## config.mk

```make
export PLATFORM = sky130hd
export DESIGN_NAME = mem_stage_stall
export DESIGN_NICKNAME = d
export VERILOG_FILES = /design/src/rtl/mem_stage_stall.sv
export SDC_FILE = /design/constraint.sdc
export NUM_CORES = 2
export LEC_CHECK = 0
export BUFFER_PORTS_ARGS = -buffer_cell sky130_fd_sc_hd__clkbuf_2
export CAP_MARGIN = 5
export CORE_MARGIN = 1.5
export CORE_UTILIZATION = 55
export DETAILED_ROUTE_END_ITERATION = 10
export PLACE_DENSITY = 0.69
export SYNTH_ARGS = -nofsm -noshare
export SYNTH_HDL_FRONTEND = slang
export SYNTH_SLANG_ARGS = --single-unit
```

## constraint.sdc

```tcl
create_clock -name clk -period 12.4 [get_ports clk]
set_clock_uncertainty 0.1 [all_clocks]
set_input_delay 0.62 -clock clk [delete_from_list [all_inputs] [get_ports clk]]
set_output_delay 0.62 -clock clk [all_outputs]
set_load 0.01 [all_outputs]
```

## src/rtl/mem_stage_stall.sv

```systemverilog
// Memory stage with multi-cycle word array access, stall/done handshake and
// rejection of misaligned or read+write requests. Freezes permanently on halt.
module mem_stage_stall #(
  parameter int unsigned DATA_W     = 16,
  parameter int unsigned ADDR_W     = 16,
  parameter int unsigned DEPTH_LOG2 = 8,
  parameter int unsigned LATENCY    = 2
) (
  input  logic              clk,
  input  logic              rst,
  input  logic              memRead,
  input  logic              memWrite,
  input  logic [ADDR_W-1:0] aluOut,
  input  logic [DATA_W-1:0] writeData,
  input  logic              halt,
  output logic [DATA_W-1:0] readData,
  output logic              stall,
  output logic              done,
  output logic              err
);

  localparam int unsigned DEPTH = 1 << DEPTH_LOG2;
  localparam int unsigned CNT_W = $clog2(LATENCY + 1);

  typedef enum logic [1:0] {IDLE, BUSY, DONE, HALTED} state_t;

  state_t                  state, state_n;
  logic [CNT_W-1:0]        cnt, cnt_n;
  logic                    op_wr, op_wr_n;
  logic [DEPTH_LOG2-1:0]   idx, idx_n;
  logic [DATA_W-1:0]       wdata, wdata_n;
  logic [DATA_W-1:0]       rdata_n;
  logic                    done_n, err_n;
  logic                    mem_we;
  logic                    req, bad;
  logic [DATA_W-1:0]       mem [DEPTH];

  // Address bits above the word index only alias the array.
  logic unused_addr_hi;
  assign unused_addr_hi = ^aluOut[ADDR_W-1:DEPTH_LOG2+1];

  assign req   = memRead | memWrite;
  assign bad   = aluOut[0] | (memRead & memWrite);
  assign stall = ((state == IDLE) & req & ~halt) | (state == BUSY);

  // Next-state and registered-output decode.
  always_comb begin
    state_n = state;
    cnt_n   = cnt;
    op_wr_n = op_wr;
    idx_n   = idx;
    wdata_n = wdata;
    rdata_n = readData;
    done_n  = 1'b0;
    err_n   = 1'b0;
    mem_we  = 1'b0;
    case (state)
      IDLE: begin
        if (halt) begin
          state_n = HALTED;
        end else if (req && bad) begin
          state_n = DONE;
          done_n  = 1'b1;
          err_n   = 1'b1;
        end else if (req) begin
          state_n = BUSY;
          op_wr_n = memWrite;
          idx_n   = aluOut[DEPTH_LOG2:1];
          wdata_n = writeData;
          cnt_n   = CNT_W'(LATENCY - 1);
        end
      end
      BUSY: begin
        if (cnt != '0) begin
          cnt_n = cnt - CNT_W'(1);
        end else begin
          state_n = DONE;
          done_n  = 1'b1;
          if (op_wr) mem_we = 1'b1;
          else       rdata_n = mem[idx];
        end
      end
      DONE:    state_n = IDLE;
      HALTED:  state_n = HALTED;
      default: state_n = IDLE;
    endcase
  end

  always_ff @(posedge clk) begin
    if (rst) begin
      state    <= IDLE;
      cnt      <= '0;
      op_wr    <= 1'b0;
      idx      <= '0;
      wdata    <= '0;
      readData <= '0;
      done     <= 1'b0;
      err      <= 1'b0;
    end else begin
      state    <= state_n;
      cnt      <= cnt_n;
      op_wr    <= op_wr_n;
      idx      <= idx_n;
      wdata    <= wdata_n;
      readData <= rdata_n;
      done     <= done_n;
      err      <= err_n;
    end
  end

  // Array is not reset; a reset landing on the final BUSY edge cancels the store.
  always_ff @(posedge clk) begin
    if (mem_we && !rst) mem[idx] <= wdata;
  end

endmodule

```

==> run metrics <==
synthesized area per cell 21.2 µm²; clk_lat worst skew 920 ps; crit-path cells buf_4, buf_4, nand4bb_1, buf_4, o22ai_1, nor4_1, nand2_1, o31ai_1, nand4_1, a22o_1; Initial Util 0.554; Die ar. 294000 µm²; I/O Buffers 48; CTS tree done; syn nets 7581; Synth Warn # 0; Pins Over Slew Limit 0; DRT iter0 DRCs 11600; number of synthesized register bits 4143; Total Routing Usage GR 0.292; CP delay by family, top simple AND/OR/NAND/NOR gates; Mapped Area 160000 µm²; commonest non-fill, non-tap cells in the layout edfxtp_1, mux4_2, mux2i_1, clkbuf_16, buf_4; Unique masters post-synth 77; Num CTS Buffers 409; worst path bufs/invs 3; asr flop ratio synth 0; Final period util 0.492; postcts setup bufs 0; Setup CP Type flop to flop; first-pass GRT wire length 603 mm; complex-gate fraction of the synthesized area 0.0285; fin nets 8028; area share of and/or/nand/nor cells after synthesis 0.0248; VDD IR max 0.000133 V; Post-synth EDFFs 4096; outcome completed; Layout fillers 19400; drt first pass iters 7; Worst EP required 13100 ps; vias 81400; Synth Area in Adders 0.000141; WL final 429 mm; Die Ht 543 µm; xor/xnor cell area share of the yosys netlist 0.0000547; DR vias/cell 6.66; Leak 61.8 nW; grt ovf 0; Worst-path clk slew 60 ps; Longest Clk Path Bufs 4; commonest non-fill, non-tap cell in the layout edfxtp_1; Top FF cell, synth edfxtp_1; GPL Wtd Cong 0.879; worst reg2reg path depth 10; Worst EP arrival 6800 ps; Hold Crit Depth 3; setup TNS 0 ps; Max Clk Rate 164 MHz; HPWL Detailed 252 mm; Gates resized, CTS repair 0; Synth Instances 7543; pwr/cell area 160 nW/µm²; synth-to-layout area growth 12.3%; max cap viols 0; mux contribution to synthesized area 0.155; antenna-violating nets left 0; Worst slew margin 0.0929; hold crit path type input port to flop; CP startpoint kind flop; Seq/Total Area, Yosys 0.774; drt wl/cell 35.1 µm; Final Hold Fails 0; CP Max Fanout 43; min cycle time layout 6100 ps; top-level port count 56; total core area 289000 µm²; initial antenna violation count 29; max incr delay on CP 890 ps; Crit-path slowest cell o31ai_1; CTS sink cnt 4143; worst hold slack 51.3 ps; measured slew at the worst slew-check pin 1360 ps; Crit path depth 10; largest net degree at the start of global routing 201; CP Capture Type flop; H-tree depth 5; Final Setup Violations 0; FP Rows 197; chip width 543 µm; most frequent CP cell buf_4; Root Buffer clkbuf_16; largest family of logic cells by synthesized area multiplexers; layout cells sized above 1 0.244; drt drc 0; vias in the first global route 80100; RSZ-0062 raised after global routing no
[worst register-to-register path, delay by kind of cell, from the launching register on]
family | cells | cell delay [ps]
flops | 1 | 660
compound gates | 3 | 1440
simple gates | 4 | 2160
buf+inv | 3 | 1640
[through the flow]
step	cells	power [mW]	area [µm²]	utilization	setup slack, ps
after floorplan	7543	16.2	160000	-	8050
after global placement	11400	16.5	166000	0.575	6320
after detailed placement	11400	16.5	166000	0.575	6390
after CTS	12200	28.8	180000	0.622	6310
after global routing	12200	29.4	180000	0.622	6290
final	12200	28.7	180000	0.622	6300
[cells in the mapped netlist (6+ instances only)]
library cell / number / area share
edfxtp_1: 4096 / 0.77
mux4_2: 871 / 0.12
mux2i_1: 473 / 0.030
nor2_1: 346 / 0.0081
nand2_1: 316 / 0.0074
buf_2: 150 / 0.0047
clkbuf_1: 135 / 0.0032
o22ai_1: 111 / 0.0043
a22oi_1: 110 / 0.0052
a21oi_1: 96 / 0.0030
buf_4: 88 / 0.0041
o21ai_0: 65 / 0.0020
buf_6: 64 / 0.0045
nand3_1: 63 / 0.0020
a32oi_1: 50 / 0.0027
dfxtp_1: 47 / 0.0059
nor3_1: 35 / 0.0011
and3_1: 34 / 0.0013
a211oi_1: 33 / 0.0015
a31oi_1: 32 / 0.0012
nor2b_1: 25 / 0.00098
a221oi_1: 21 / 0.0011
nor4_1: 21 / 0.00082
o211ai_1: 19 / 0.00089
mux2_2: 15 / 0.0011
nand4_1: 15 / 0.00059
o2111ai_1: 14 / 0.00077
a22o_1: 13 / 0.00071
buf_1: 12 / 0.00028
o221ai_1: 12 / 0.00066
o32ai_1: 11 / 0.00060
mux4_1: 10 / 0.0016
nand2b_1: 9 / 0.00035
a2111oi_0: 8 / 0.00044
inv_1: 8 / 0.00019
o31ai_1: 8 / 0.00037
a311oi_1: 7 / 0.00038
a211o_1: 6 / 0.00033
a221o_1: 6 / 0.00037
or4_1: 6 / 0.00028
[layout make-up]
class	instances	area (µm²)	share of cell area
multi-input combinational	2932	33500	0.186
inverter	10	50.0	0.000278
sequential	4143	124000	0.690
tap	3880	4850	0.0270
timing repair buffer	494	3870	0.0215
clock inverter	251	2740	0.0152
clock buffer	489	10700	0.0596
antenna	15	37.5	0.000209
[metal layers]
layer / GRT usage / routed length [µm] / up-vias
li1: - / - / 32500
met1: 0.403 / 157000 / 42900
met2: 0.443 / 199000 / 5147
met3: 0.0724 / 50300 / 873
met4: 0.136 / 22600 / 12
met5: 0 / 86 / -
[registers in the layout, indices dropped and copies added (netlist names)]
register	count
mem	4096
readData	16
wdata	16
err	1
done	1
cnt	2
state	2
op_wr	1
idx	8
[timing repair]
item	CTS	global route
endpoints found under the setup margin	0	0
endpoints found under the hold margin	23	0
hold buffers	23	0
[logic make-up (layout without fill, tap and decap cells)]
family / Yosys count / in the layout
AOI/OAI and AO/OA: 655 / 655
xor gates and xnor gates: 1 / 1
and+or+nand+nor: 905 / 905
muxes: 1369 / 1369
adders and majority gates: 2 / 2
DFF: 4143 / 4143
other: 0 / 15
buffers and inverters: 468 / 1244
[path summary, 6_finish.rpt]
kind         startpoint     endpoint  slack, ps
max reg2reg      idx[3]  readData[1]       6300
min reg2reg    wdata[0]   mem[20][0]        400
min           aluOut[1]       idx[0]         50
max              idx[3]  readData[1]       6300
[power breakdown]
group          internal [mW]  switching, mW
clock                   7.27           5.21
combinational          0.272          0.613
sequential              15.3         0.0638
Note: power is estimated with default switching activity, not from simulation.
